**src/rtl/ahb_wait_reg_slave.sv**
```systemverilog
// AHB-Lite register slave with NREGS read/write words, a read-only status
// word, a fixed number of OKAY wait states and a two-cycle ERROR response.
`timescale 1ns/1ps

module ahb_wait_reg_slave #(
  parameter int NREGS       = 8,
  parameter int WAIT_STATES = 2
) (
  input  logic                  HCLK,
  input  logic                  HRESETn,
  input  logic                  HSEL,
  input  logic [11:0]           HADDR,
  input  logic [1:0]            HTRANS,
  input  logic                  HWRITE,
  input  logic [2:0]            HSIZE,
  input  logic [31:0]           HWDATA,
  input  logic                  HREADY,
  output logic                  HREADYOUT,
  output logic                  HRESP,
  output logic [31:0]           HRDATA,
  output logic [32*NREGS-1:0]   REG_OUT
);

  localparam logic [9:0] LP_STATUS_IDX = 10'(NREGS);
  localparam logic [2:0] LP_WAIT_LOAD  = 3'(WAIT_STATES);
  localparam bit         LP_HAS_WAIT   = (WAIT_STATES > 0);

  typedef enum logic [2:0] {
    ST_IDLE,
    ST_WAIT,
    ST_DONE,
    ST_ERR1,
    ST_ERR2
  } state_e;

  state_e      r_state;
  state_e      w_state_nxt;
  logic [2:0]  r_cnt;
  logic [2:0]  w_cnt_nxt;

  // Captured address-phase information for the transfer in its data phase.
  logic [9:0]  r_widx;
  logic        r_write;
  logic [3:0]  r_lanes;

  logic [31:0] r_regs [NREGS];
  logic [15:0] r_wr_count;

  logic        w_accept;
  logic        w_take;
  logic        w_err;
  logic [3:0]  w_lanes;
  logic        w_commit;
  logic [31:0] w_rword;
  logic        w_unused;

  // Only the "active transfer" bit of HTRANS matters; SEQ and NONSEQ are alike here.
  assign w_unused = HTRANS[0];

  assign w_accept = HSEL & HREADY & HTRANS[1];

  // Decode byte lanes and error conditions of the address phase on the bus.
  // NOTE: every signal written in an always_comb gets a default first, so no
  // path through the block can leave it unassigned and infer a latch.
  always_comb begin
    w_lanes = 4'b0000;
    w_err   = 1'b0;
    case (HSIZE)
      3'd0: w_lanes = 4'b0001 << HADDR[1:0];
      3'd1: begin
        w_lanes = HADDR[1] ? 4'b1100 : 4'b0011;
        if (HADDR[0]) w_err = 1'b1;
      end
      3'd2: begin
        w_lanes = 4'b1111;
        if (HADDR[1:0] != 2'b00) w_err = 1'b1;
      end
      default: w_err = 1'b1;
    endcase
    if (HADDR[11:2] > LP_STATUS_IDX) w_err = 1'b1;
    if (HWRITE && (HADDR[11:2] == LP_STATUS_IDX)) w_err = 1'b1;
  end

  // Next-state and response outputs of the data-phase state machine.
  always_comb begin
    w_state_nxt = r_state;
    w_cnt_nxt   = r_cnt;
    w_take      = 1'b0;
    HREADYOUT   = 1'b1;
    HRESP       = 1'b0;
    case (r_state)
      ST_WAIT: begin
        HREADYOUT = 1'b0;
        if (r_cnt <= 3'd1) begin
          w_state_nxt = ST_DONE;
        end else begin
          w_cnt_nxt = r_cnt - 3'd1;
        end
      end
      ST_ERR1: begin
        HREADYOUT   = 1'b0;
        HRESP       = 1'b1;
        w_state_nxt = ST_ERR2;
      end
      ST_IDLE, ST_DONE, ST_ERR2: begin
        // These are the only states where a new address phase can complete.
        HRESP = (r_state == ST_ERR2);
        if (w_accept) begin
          w_take = 1'b1;
          if (w_err) begin
            w_state_nxt = ST_ERR1;
          end else if (LP_HAS_WAIT) begin
            w_state_nxt = ST_WAIT;
            w_cnt_nxt   = LP_WAIT_LOAD;
          end else begin
            w_state_nxt = ST_DONE;
          end
        end else begin
          w_state_nxt = ST_IDLE;
        end
      end
      default: w_state_nxt = ST_IDLE;
    endcase
  end

  // State and wait counter registers.
  // NOTE: clocked state uses non-blocking assignments so every flop samples
  // pre-edge values, independent of statement order between blocks.
  always_ff @(posedge HCLK) begin
    if (!HRESETn) begin
      r_state <= ST_IDLE;
      r_cnt   <= 3'd0;
    end else begin
      r_state <= w_state_nxt;
      r_cnt   <= w_cnt_nxt;
    end
  end

  // Capture address, direction and lanes when a transfer is accepted.
  always_ff @(posedge HCLK) begin
    if (!HRESETn) begin
      r_widx  <= 10'd0;
      r_write <= 1'b0;
      r_lanes <= 4'b0000;
    end else if (w_take) begin
      r_widx  <= HADDR[11:2];
      r_write <= HWRITE;
      r_lanes <= w_lanes;
    end
  end

  // Errored writes never reach DONE, so they can never commit.
  assign w_commit = (r_state == ST_DONE) && r_write;

  // Commit write data lane by lane at the end of DONE and count the write.
  // NOTE: the register array is reset because its contents are visible on
  // REG_OUT and must read as zero straight out of reset.
  always_ff @(posedge HCLK) begin
    if (!HRESETn) begin
      for (int n = 0; n < NREGS; n++) r_regs[n] <= 32'd0;
      r_wr_count <= 16'd0;
    end else if (w_commit) begin
      r_wr_count <= r_wr_count + 16'd1;
      for (int n = 0; n < NREGS; n++) begin
        if (r_widx == 10'(n)) begin
          for (int b = 0; b < 4; b++) begin
            if (r_lanes[b]) r_regs[n][8*b +: 8] <= HWDATA[8*b +: 8];
          end
        end
      end
    end
  end

  // Select the addressed word; any index that is not a register is the status word.
  always_comb begin
    w_rword = {16'hA5C3, r_wr_count};
    for (int n = 0; n < NREGS; n++) begin
      if (r_widx == 10'(n)) w_rword = r_regs[n];
    end
  end

  assign HRDATA = ((r_state == ST_DONE) && !r_write) ? w_rword : 32'd0;

  for (genvar g = 0; g < NREGS; g++) begin : g_reg_out
    assign REG_OUT[32*g +: 32] = r_regs[g];
  end

endmodule

```
**config.mk**
```make
export PLATFORM = sky130hd
export DESIGN_NAME = ahb_wait_reg_slave
export DESIGN_NICKNAME = d
export VERILOG_FILES = /design/src/rtl/ahb_wait_reg_slave.sv
export SDC_FILE = /design/constraint.sdc
export NUM_CORES = 1
export LEC_CHECK = 0
export CAP_MARGIN = 20
export CORE_MARGIN = 5
export CORE_UTILIZATION = 42
export DETAILED_ROUTE_END_ITERATION = 8
export PLACE_DENSITY = 0.67
export SLEW_MARGIN = 20
export SYNTH_ARGS = -nofsm -noshare
export SYNTH_HDL_FRONTEND = slang
export SYNTH_SLANG_ARGS = --single-unit
```
**constraint.sdc**
```tcl
create_clock -name HCLK -period 3.14 [get_ports HCLK]
set_input_delay 0.471 -clock HCLK [delete_from_list [all_inputs] [get_ports HCLK]]
set_output_delay 0.471 -clock HCLK [all_outputs]
set_load 0.02 [all_outputs]
```
==> impl_metrics.json, run 1 <==
{
  "status": "complete, but fails checks",
  "failed_checks": "setup timing",
  "grt_start_max_net_pins": 41,
  "yosysWarnings": 0,
  "slew_headroom_pct": 59.7,
  "finClkSkew_ps": 21.7,
  "drc": 0,
  "p_int_mw": 6.98,
  "rows": 65,
  "wl_per_cell_um": 24.6,
  "synth_area_leaders": "edfxtp_1, nor2_1, dfxtp_1",
  "fin_crit_ps": 3170,
  "worst_slack_ps": -32.5,
  "dieArea_um2": 35700,
  "numCtsBuffers": 34,
  "ys_seq_area_share_pct": 62.6,
  "synthToLayoutAreaGrowth_pct": 40.9,
  "crit_start": "r_widx[7]",
  "cp_max_fo": 4,
  "final_nets": 1681,
  "drt_iter0_markers": 1129,
  "core_um2": 31600,
  "async_reset_ff_share_pct": 0,
  "synth_seq_cells": 293,
  "setup_tns_ps": -34.9,
  "route.vias.total": 11800,
  "holdWs_ps": 503,
  "clock_latency_ps": 500,
  "cap_violations": 0,
  "setup_viol": 2,
  "die_width_um": 189,
  "rsz0062_at_grt": "yes",
  "path_buf_inv": 3,
  "gp_congestion": 0.904,
  "drtAntennaViolNets": 0,
  "criticalPathCategory": "reg -> out",
  "p_leak_nw": 6.87,
  "postSynthNetCount": 1300,
  "dr.pass1.iters": 7,
  "drt-total-wl_um": 50500,
  "finalMaxSlewViolations": 0,
  "crit_path_end_kind": "primary output",
  "nFillCells": 2575,
  "crit_chain": "or4_4, or4_4, buf_6, nor2_4, o32a_1, nor3_2, buf_4, buf_6",
  "grt_remaining_overflow": 0,
  "hold_viol_final": 0,
  "avgViaCountPerCell": 5.75,
  "syn_inst": 1243,
  "power_switching_mw": 2.43,
  "slowest_stage": "or4_4",
  "clock_sinks": 293,
  "synth_top_area_share_pct": 57.1,
  "yosysUniqueCellTypes": 57,
  "yosysTopAreaCell": "edfxtp_1",
  "swShare_pct": 25.8,
  "slowest_delay_ps": 590,
  "root_buffer": "clkbuf_16",
  "hold_start": "r_lanes[0]",
  "place_area_um2": 17700,
  "synth-edff-count": 256,
  "drive_above_1_share_pct": 14.5,
  "clk_pin_slew_ps": 60,
  "crit_path_start_kind": "register",
  "powerDensity_nw_per_um2": 496,
  "grt_pass1_vias": 11600,
  "pwr-share-clk_pct": 38.0,
  "grt_first_pass_wirelength_um": 73500,
  "n_antenna_cell": 0,
  "synthesis.area_um2": 13500,
  "required_ps": 2670,
  "htree_num_levels": 2,
  "hp-class": "reg -> reg",
  "syn_area_per_cell_um2": 10.8,
  "io-pin-count": 344,
  "vdd_drop_max_uv": 412,
  "arrival_ps": 2700,
  "regToRegStartpoint": "r_widx[7]",
  "cts_tree": "built",
  "timing.final.crit_share_pct": 101,
  "cts_hold_buf": 0,
  "design_area_um2": 19000,
  "tightest_slew_ps": 604,
  "antenna_found_initial": 0,
  "max_freq_mhz": 315,
  "synth_flop_cell": "edfxtp_1",
  "power.total_mw": 9.41,
  "die_y_um": 189,
  "initial_core_util_pct": 42.6,
  "cts_buffer_depth": 3,
  "track_usage_pct": 27.0,
  "pwr-share-seq_pct": 47.9,
  "hpwl_um": 37100,
  "crit_family": "simple AND/OR/NAND/NOR gates",
  "power_frac_comb_pct": 14.1,
  "io_buffer_count": 342
}
final cells by class:
| type | instances | area (µm²) | share of cell area [%] |
|---|---|---|---|
| Clock inverter | 16 | 87.6 | 0.461 |
| Multi-Input combinational cell | 836 | 4760 | 25.1 |
| Inverter | 39 | 146 | 0.771 |
| Clock buffer | 42 | 902 | 4.75 |
| Sequential cell | 293 | 8440 | 44.5 |
| Tap cell | 402 | 503 | 2.65 |
| Timing Repair Buffer | 420 | 4140 | 21.8 |
cells in the mapped netlist (17+ instances only):
library cell,n
nor2b_1,17
inv_1,39
nor3_1,22
mux2i_1,26
and2_1,17
nand3_1,17
edfxtp_1,256
a21oi_1,70
o21ai_0,88
clkbuf_1,49
nor2_1,227
a21boi_0,18
nand2_1,149
dfxtp_1,37
routing by layer:
metal  track usage (%)  vias up  share of wire (%)
met4              10.4        0                4.0
met5                 0        -                  0
li1                  -     5241                  -
met1              35.1     5769                 38
met3              6.38      103                 10
met2              44.2      663                 47
per-stage QoR:
| stage | setup WS, ps | utilization, % | cells |
|---|---|---|---|
| floorplan | 450 | - | 1243 |
| CTS | -49.2 | 59.5 | 2045 |
| global route | -93.1 | 60.0 | 2048 |
| detailed placement | -62.9 | 56.1 | 1984 |
| finish | -32.5 | 60.0 | 2048 |
| global placement | -71.2 | 56.1 | 1984 |
power groups by stage:
stage                     clock [mW]  sequential (mW)  combinational, mW
after floorplan                    0             4.72              0.434
after global placement             0             4.58               1.25
after CTS                       3.60             4.50               1.29
after detailed placement           0             4.58               1.26
final                           3.58             4.50               1.33
after global routing            3.76             4.52               1.39
cell usage in the layout (no fill, tap or decap), types with 10 or more instances in the layout:
cell type,count
clkdlybuf4s50_1,309
edfxtp_1,256
nor2_1,225
nand2_1,146
o21ai_0,86
buf_4,66
a21oi_1,60
inv_1,39
clkbuf_16,35
dfxtp_1,32
mux2i_1,26
a21boi_0,18
nand3_1,17
nor2b_1,16
and2_1,16
buf_6,16
nor3_1,15
o221ai_1,14
nor2_2,11
o221a_2,11
a21oi_2,10
o2bb2ai_1,10
a221o_1,10
sequential cells by signal (all words and copies together) (netlist names):
signal      count
r_wr_count     16
r_cnt           3
r_state         3
r_lanes         4
r_regs        256
r_write         1
r_widx         10
worst paths after layout:
| path | end | slack [ps] | cells past startpoint |
|---|---|---|---|
| min | r_lanes[0] | 500 | 2 |
| max reg2reg | r_regs[0][53] | 310 | 5 |
| min reg2reg | r_lanes[0] | 500 | 2 |
| max | HRDATA[12] | -30 | 8 |
worst reg2reg max path, delay by kind of cell, from the launching register on:
kind	cells	cell delay [ps]
buf+inv	1	240
flops	1	320
simple gates	4	1930
logic make-up after synthesis:
family | count (synthesis) | share of synthesized area [%]
AO/OA/AOI/OAI | 268 | 12.9
XOR/XNOR | 12 | 0.780
adder cells (fa/ha/maj) | 3 | 0.279
buffers and inverters | 114 | 3.49
flip-flops | 293 | 62.6
multiplexers | 33 | 2.60
AND/OR/NAND/NOR | 520 | 17.4
repair_timing:
item,CTS,global route
setup buffers,2,4
gates resized for setup,118,68
pin swaps,8,15
gates cloned,1,0
endpoints found under the setup margin,32,32
No activity file was read; power rests on OpenSTA's default activity.
==> run 2: changes to the inputs <==
CAP_MARGIN = default   (was 20)
SLEW_MARGIN = 30   (was 20)
==> results of run 2 <==
No change in the layout: final DEF, timing and power equal those of run 1.
